--- config.mk ---
export PLATFORM = sky130hd
export DESIGN_NAME = spi_segment_ctrl
export DESIGN_NICKNAME = d
export VERILOG_FILES = /design/src/rtl/spi_segment_ctrl.sv
export SDC_FILE = /design/constraint.sdc
export NUM_CORES = 1
export LEC_CHECK = 0
export BUFFER_PORTS_ARGS = -buffer_cell sky130_fd_sc_hd__buf_2
export CAP_MARGIN = 0
export CORE_ASPECT_RATIO = 1.75
export CORE_MARGIN = 2
export CORE_UTILIZATION = 35
export CTS_BUF_LIST = sky130_fd_sc_hd__clkbuf_4
export CTS_CLUSTER_SIZE = 24
export DETAILED_ROUTE_END_ITERATION = 10
export GPL_TIMING_DRIVEN = 0
export PLACE_DENSITY = 0.57
export SETUP_SLACK_MARGIN = 0.4
export SLEW_MARGIN = 20
export SYNTH_ARGS = -nofsm -noshare
export SYNTH_HDL_FRONTEND = slang
export SYNTH_SLANG_ARGS = --single-unit
--- constraint.sdc ---
create_clock -name clk -period 3.25 [get_ports clk]
set_input_delay 0 -clock clk [delete_from_list [all_inputs] [get_ports clk]]
set_output_delay 0 -clock clk [all_outputs]
set_load 0.01 [all_outputs]
--- src/rtl/spi_segment_ctrl.sv ---
// -----------------------------------------------------------------------------
// spi_segment_ctrl
//
// SPI-slave (mode 0) register controller for a 7-segment output path.
// A 16-bit frame {W, 5'bx, addr[1:0], data[7:0]} is shifted in MSB first.
// Write frames update reg[addr] on the 16th SCK rise; read frames return
// reg[addr] on MISO during the data byte. The segment output applies enable,
// invert and a MAX_COUNT-timed blink to the SEG register.
//
// Register map:
//   0 SEG     pattern {dp,g,f,e,d,c,b,a}         reset 8'h00
//   1 CTRL    bit0 EN, bit1 BLINK, bit2 INV       reset 8'h01
//   2 SCRATCH general purpose                     reset 8'h00
//   3 STATUS  {4'h0, frame_cnt} read-only
//
// Ports:
//   clk         system clock
//   rst_n       asynchronous active-low reset
//   spi_sck     SPI clock (asynchronous to clk)
//   spi_cs_n    SPI chip select, active-low
//   spi_mosi    SPI data in, MSB first
//   spi_miso    SPI data out, MSB first (registered)
//   seg_out     segment drive, active-high (registered)
//   frame_done  one-clk pulse per completed 16-bit frame
// -----------------------------------------------------------------------------
module spi_segment_ctrl #(
   parameter logic [23:0] MAX_COUNT = 24'd10_000_000
) (
   input  logic       clk,
   input  logic       rst_n,
   input  logic       spi_sck,
   input  logic       spi_cs_n,
   input  logic       spi_mosi,
   output logic       spi_miso,
   output logic [7:0] seg_out,
   output logic       frame_done
);

   typedef enum logic [1:0] {
      ST_IDLE,   // CS seen high, waiting for CS low
      ST_SHIFT,  // frame in progress
      ST_DONE    // frame complete or ignored, waiting for CS high
   } state_t;

   // ---------------------------------------------------------------------------
   // Input synchronizers and SCK edge detection
   // ---------------------------------------------------------------------------
   logic [1:0] sck_sync;
   logic [1:0] cs_sync;
   logic [1:0] mosi_sync;
   logic       sck_d;
   logic       sck_s;
   logic       cs_s;
   logic       mosi_s;
   logic       sck_rise;
   logic       sck_fall;

   // NOTE: sequential state is always assigned with non-blocking (<=) so every
   // flop samples the pre-edge value of its neighbours, as real hardware does.
   always_ff @(posedge clk or negedge rst_n) begin
      if (!rst_n) begin
         sck_sync  <= 2'b00;
         // CS reads as asserted out of reset: a frame already in progress
         // keeps the FSM parked in ST_DONE until CS is genuinely seen high.
         cs_sync   <= 2'b00;
         mosi_sync <= 2'b00;
         sck_d     <= 1'b0;
      end else begin
         sck_sync  <= {sck_sync[0], spi_sck};
         cs_sync   <= {cs_sync[0], spi_cs_n};
         mosi_sync <= {mosi_sync[0], spi_mosi};
         sck_d     <= sck_sync[1];
      end
   end

   assign sck_s    = sck_sync[1];
   assign cs_s     = cs_sync[1];
   assign mosi_s   = mosi_sync[1];
   assign sck_rise = sck_s & ~sck_d;
   assign sck_fall = ~sck_s & sck_d;

   // ---------------------------------------------------------------------------
   // Frame decode
   // ---------------------------------------------------------------------------
   state_t      state;
   logic [4:0]  bit_cnt;
   logic [14:0] shift_in;
   logic [7:0]  tx_reg;
   logic [15:0] frame_word;   // frame including the bit arriving this cycle
   logic        in_frame_rise;
   logic        load_tx;
   logic        commit_en;
   logic        wr_en;
   logic [1:0]  wr_addr;
   logic [7:0]  wr_data;

   logic [7:0]  seg_reg;
   logic [2:0]  ctrl_reg;
   logic [7:0]  scratch_reg;
   logic [3:0]  frame_cnt;
   logic [7:0]  rd_data;

   assign frame_word    = {shift_in, mosi_s};
   assign in_frame_rise = (state == ST_SHIFT) && !cs_s && sck_rise;
   assign load_tx       = in_frame_rise && (bit_cnt == 5'd7);
   assign commit_en     = in_frame_rise && (bit_cnt == 5'd15);
   assign wr_en         = commit_en && frame_word[15];
   assign wr_addr       = frame_word[9:8];
   assign wr_data       = frame_word[7:0];

   // On the 8th rise the command byte is frame_word[7:0]; addr is its low bits.
   // NOTE: every output of an always_comb gets a default first so no path can
   // leave it unassigned and infer a latch.
   always_comb begin
      rd_data = 8'h00;
      case (frame_word[1:0])
         2'd0:    rd_data = seg_reg;
         2'd1:    rd_data = {5'b0, ctrl_reg};
         2'd2:    rd_data = scratch_reg;
         default: rd_data = {4'h0, frame_cnt};
      endcase
   end

   always_ff @(posedge clk or negedge rst_n) begin
      if (!rst_n) begin
         state      <= ST_DONE;
         bit_cnt    <= 5'd0;
         shift_in   <= 15'd0;
         tx_reg     <= 8'h00;
         spi_miso   <= 1'b0;
         frame_done <= 1'b0;
      end else begin
         frame_done <= 1'b0;
         case (state)
            ST_IDLE: begin
               spi_miso <= 1'b0;
               if (!cs_s) begin
                  state    <= ST_SHIFT;
                  bit_cnt  <= 5'd0;
                  shift_in <= 15'd0;
                  tx_reg   <= 8'h00;
               end
            end
            ST_SHIFT: begin
               if (cs_s) begin
                  // Early CS release: drop the partial frame silently.
                  state    <= ST_IDLE;
                  spi_miso <= 1'b0;
               end else if (sck_rise) begin
                  shift_in <= frame_word[14:0];
                  bit_cnt  <= bit_cnt + 5'd1;
                  if (load_tx) begin
                     tx_reg <= rd_data;
                  end
                  if (commit_en) begin
                     frame_done <= 1'b1;
                     state      <= ST_DONE;
                  end
               end else if (sck_fall && (bit_cnt >= 5'd8)) begin
                  spi_miso <= tx_reg[7];
                  tx_reg   <= {tx_reg[6:0], 1'b0};
               end
            end
            ST_DONE: begin
               // Extra SCK edges are ignored here; only CS high re-arms.
               if (cs_s) begin
                  state    <= ST_IDLE;
                  spi_miso <= 1'b0;
               end
            end
            default: state <= ST_IDLE;
         endcase
      end
   end

   // ---------------------------------------------------------------------------
   // Register file
   // ---------------------------------------------------------------------------
   always_ff @(posedge clk or negedge rst_n) begin
      if (!rst_n) begin
         seg_reg     <= 8'h00;
         ctrl_reg    <= 3'b001;
         scratch_reg <= 8'h00;
         frame_cnt   <= 4'd0;
      end else begin
         if (commit_en) begin
            frame_cnt <= frame_cnt + 4'd1;
         end
         if (wr_en) begin
            case (wr_addr)
               2'd0:    seg_reg     <= wr_data;
               2'd1:    ctrl_reg    <= wr_data[2:0];
               2'd2:    scratch_reg <= wr_data;
               default: ;  // STATUS is read-only
            endcase
         end
      end
   end

   // ---------------------------------------------------------------------------
   // Blink timer
   // ---------------------------------------------------------------------------
   logic [23:0] blink_cnt;
   logic        phase;
   logic        blink_next;

   // Looking at the incoming CTRL value lets a commit that clears BLINK win
   // over a timer wrap in the same cycle. Counting starts once BLINK is
   // registered so the first phase is a full MAX_COUNT cycles on the output.
   assign blink_next = (wr_en && (wr_addr == 2'd1)) ? wr_data[1] : ctrl_reg[1];

   always_ff @(posedge clk or negedge rst_n) begin
      if (!rst_n) begin
         blink_cnt <= 24'd0;
         phase     <= 1'b0;
      end else if (!blink_next) begin
         blink_cnt <= 24'd0;
         phase     <= 1'b0;
      end else if (ctrl_reg[1]) begin
         if (blink_cnt == MAX_COUNT - 24'd1) begin
            blink_cnt <= 24'd0;
            phase     <= ~phase;
         end else begin
            blink_cnt <= blink_cnt + 24'd1;
         end
      end
   end

   // ---------------------------------------------------------------------------
   // Segment output
   // ---------------------------------------------------------------------------
   always_ff @(posedge clk or negedge rst_n) begin
      if (!rst_n) begin
         seg_out <= 8'h00;
      end else if (ctrl_reg[0]) begin
         seg_out <= ((ctrl_reg[1] && phase) ? 8'h00 : seg_reg) ^ {8{ctrl_reg[2]}};
      end else begin
         seg_out <= 8'h00;
      end
   end

endmodule
==> results.toml <==
[synthesis]
yosys.area.top_type_share = 0.5302
ys_seq_area_frac = 0.5422
synth_area_um2 = 4389
synth_top_area_cell = "dfrtp_1"
async_flop_share = 1.000
avgSynthCellArea_um2 = 11.11
syn_nets = 405
synth_cells = 395
ys_ff_latch = 95
ys_warn_count = 0
ys_types = 48
synthFlopType = "dfrtp_1"
synthTopCellsByCount = "dfrtp_1, nand2_1, nor2_1, xnor2_1, mux2_2"
synthTopCellsByArea = "dfrtp_1, mux2_2, xnor2_1"
synth-edff-count = 0
yosysMostFrequentCell = "dfrtp_1"

[job]
maxCapViolations = 0

[worst_setup_path]
slowest_stage = "dfrtp_1"
critPathTopFamily = "simple AND/OR/NAND/NOR gates"
r2r_cells = 10
path_depth = 10
worstPathArrival_ns = 2.79
setup.worst_path.start_class = "flip-flop"
critPathBufInv = 2
crit_path_max_fanout = 10
end_kind = "flip-flop"
path_cells = "ha_1 > and3_1 > ha_1 > nand4b_1 > buf_4 > nor4_4 > buf_2 > nor3_1 > xnor2_1 > nor2_1"
crit_required_ns = 3.60
critical_path_class = "reg2reg"
max_stage_delay_ns = 0.44
cp_common_cell = "ha_1"

[cts]
clockBufferDepth = 2
cts_sinks = 95
cts_tree = "built"
h-tree-depth = 3
ctsResizeCount = 0
cts_buffers = 9
insertion_delay_ns = 0.45
clk_pin_slew_ns = 0.14
cts-root-buf = "clkbuf_4"

[placement]
dp_cells = 578
io_buffer_count = 14
hpwl_mm = 6.751
gp_congestion = 0.8162
place_area_um2 = 4703

[die]
die_y_um = 152.1
io-pin-count = 15
coreArea_um2 = 12360
row_count = 54
dieArea_um2 = 13490
initial_utilization = 0.3550
die_x_um = 88.65

[finish]
drive_gt1_frac = 0.1690
largest_reg_flops = 24
reg_top3 = "blink_cnt (24), shift_in (15)"
area_delta_synth_final_pct = 11.52
stdcell_area_um2 = 4895
diodes = 0
final_nets = 437
fin_cells = 600
top_register = "blink_cnt"
nFillCells = 1208

[power_and_ir_drop]
finalPower_mw = 1.903
power.density_nw_per_um2 = 388.7
p_leak_nw = 2.062
peakVddDrop_mv = 0.1627

[global_route]
grt_pass1_wl_mm = 15.59
antenna_found_initial = 0
grt_max_degree = 52
grt_pass1_vias = 3181
grtUsageTotal = 0.1486
overflow = 0

[drt]
routed_wl_mm = 9.196
via_per_inst = 5.067
drc_errors = 0
wl_per_cell_um = 15.33
vias = 3040
drt-initial-drc-count = 116
drt-pass1-iter-count = 4
antenna_left = 0

[outcome]
status = "finished clean"

[timing]
drv_slew = 0
finalClockSkew_ns = 0.02368
layout_min_cycle_time_ns = 2.444
tns_ns = 0
slew_headroom = 0.5036
grt_setup_unrepaired = "no"
hold_viol_final = 0
final-setup-viol-count = 0
fin_crit_sh = 0.7521
worst_pin_slew_ns = 0.7406
fmax_ghz = 0.4091

[min_path]
hold_class = "in2async"
[per-stage QoR]
stage | util | setup slack, ns | hold slack [ns]
2_1_floorplan | - | 0.9971 | -0.2956
3_3_place_gp | 0.3777 | 0.6007 | 0.1086
3_5_place_dp | 0.3804 | 0.5282 | -0.01639
4_1_cts | 0.3947 | 0.4888 | 0.03719
5_1_grt | 0.3959 | 0.5982 | 0.05545
6_report | 0.3959 | 0.8056 | 0.03862
[power breakdown]
group | total [mW] | internal (mW) | switching, mW | leakage [nW]
clock network | 0.630 | 0.239 | 0.391 | 0.0661
registers | 1.20 | 1.19 | 0.00719 | 1.30
logic | 0.0753 | 0.0219 | 0.0534 | 0.695
total | 1.90 | 1.45 | 0.451 | 2.06
[cell usage in the layout (no fill, tap or decap), drive strengths merged, types with 3 or more instances in the layout]
| master | instances |
|---|---|
| and2 | 10 |
| nor3 | 10 |
| xnor2 | 22 |
| nand3 | 8 |
| mux2i | 8 |
| mux4 | 3 |
| and3 | 5 |
| xor2 | 7 |
| ha | 5 |
| nor4 | 8 |
| o21ai | 16 |
| a22oi | 3 |
| mux2 | 20 |
| a22o | 16 |
| dfrtp | 93 |
| a31oi | 3 |
| or4 | 3 |
| clkinvlp | 3 |
| a21oi | 8 |
| and4 | 3 |
| nand2 | 43 |
| clkbuf | 20 |
| nor2 | 37 |
| nand4 | 15 |
| buf | 24 |
| dlygate4sd3 | 4 |
| inv | 9 |
[worst paths after layout]
kind                       slack [ns]                        end                   start
max                              0.81  blink_cnt[19]$_DFFE_PN0P_  bit_cnt[0]$_DFFE_PN0P_
min                              0.04  blink_cnt[10]$_DFFE_PN0P_                   rst_n
max reg2reg                      0.81  blink_cnt[19]$_DFFE_PN0P_  bit_cnt[0]$_DFFE_PN0P_
min reg2reg                      0.36       cs_sync[1]$_DFF_PN0_    cs_sync[0]$_DFF_PN0_
max in group asynchronous        2.57       state[1]$_DFFE_PN1P_                   rst_n
min in group clk                 0.20       cs_sync[0]$_DFF_PN0_                spi_cs_n
[kinds of logic (layout without fill, tap and decap cells)]
group	count (synthesis)	count (layout)	share of synthesized area
xor gates and xnor gates	29	29	0.05787
buffers and inverters	26	63	0.02908
and+or+nand+nor	156	156	0.1876
DFF	95	95	0.5422
AOI/OAI and AO/OA	53	53	0.08409
muxes	31	31	0.08495
adders and majority gates	5	5	0.01425
[metal layers]
metal | vias up | GRT usage | share of wire
li1 | 1462 | - | -
met1 | 1506 | 0.1704 | 0.40
met2 | 49 | 0.2548 | 0.54
met3 | 23 | 0.02167 | 0.023
met4 | 0 | 0.08442 | 0.042
met5 | - | 0 | 0
[final cells by class]
cell class / instances / area (um^2) / share of cell area
Sequential cell: 95 / 2380 / 0.4862
Multi-Input combinational cell: 274 / 1882 / 0.3845
Inverter: 9 / 33.78 / 0.006902
Timing Repair Buffer: 21 / 158.9 / 0.03246
Buffer: 17 / 93.84 / 0.01917
Clock buffer: 10 / 75.07 / 0.01534
Clock inverter: 6 / 61.31 / 0.01253
Tap cell: 168 / 210.2 / 0.04294
[repair_timing]
action / CTS / global route
hold buffers: 4 / 0
setup endpoints to repair: 0 / 10
setup buffers: 0 / 2
endpoints found under the hold margin: 97 / 0
No activity file was read; power rests on OpenSTA's default activity.
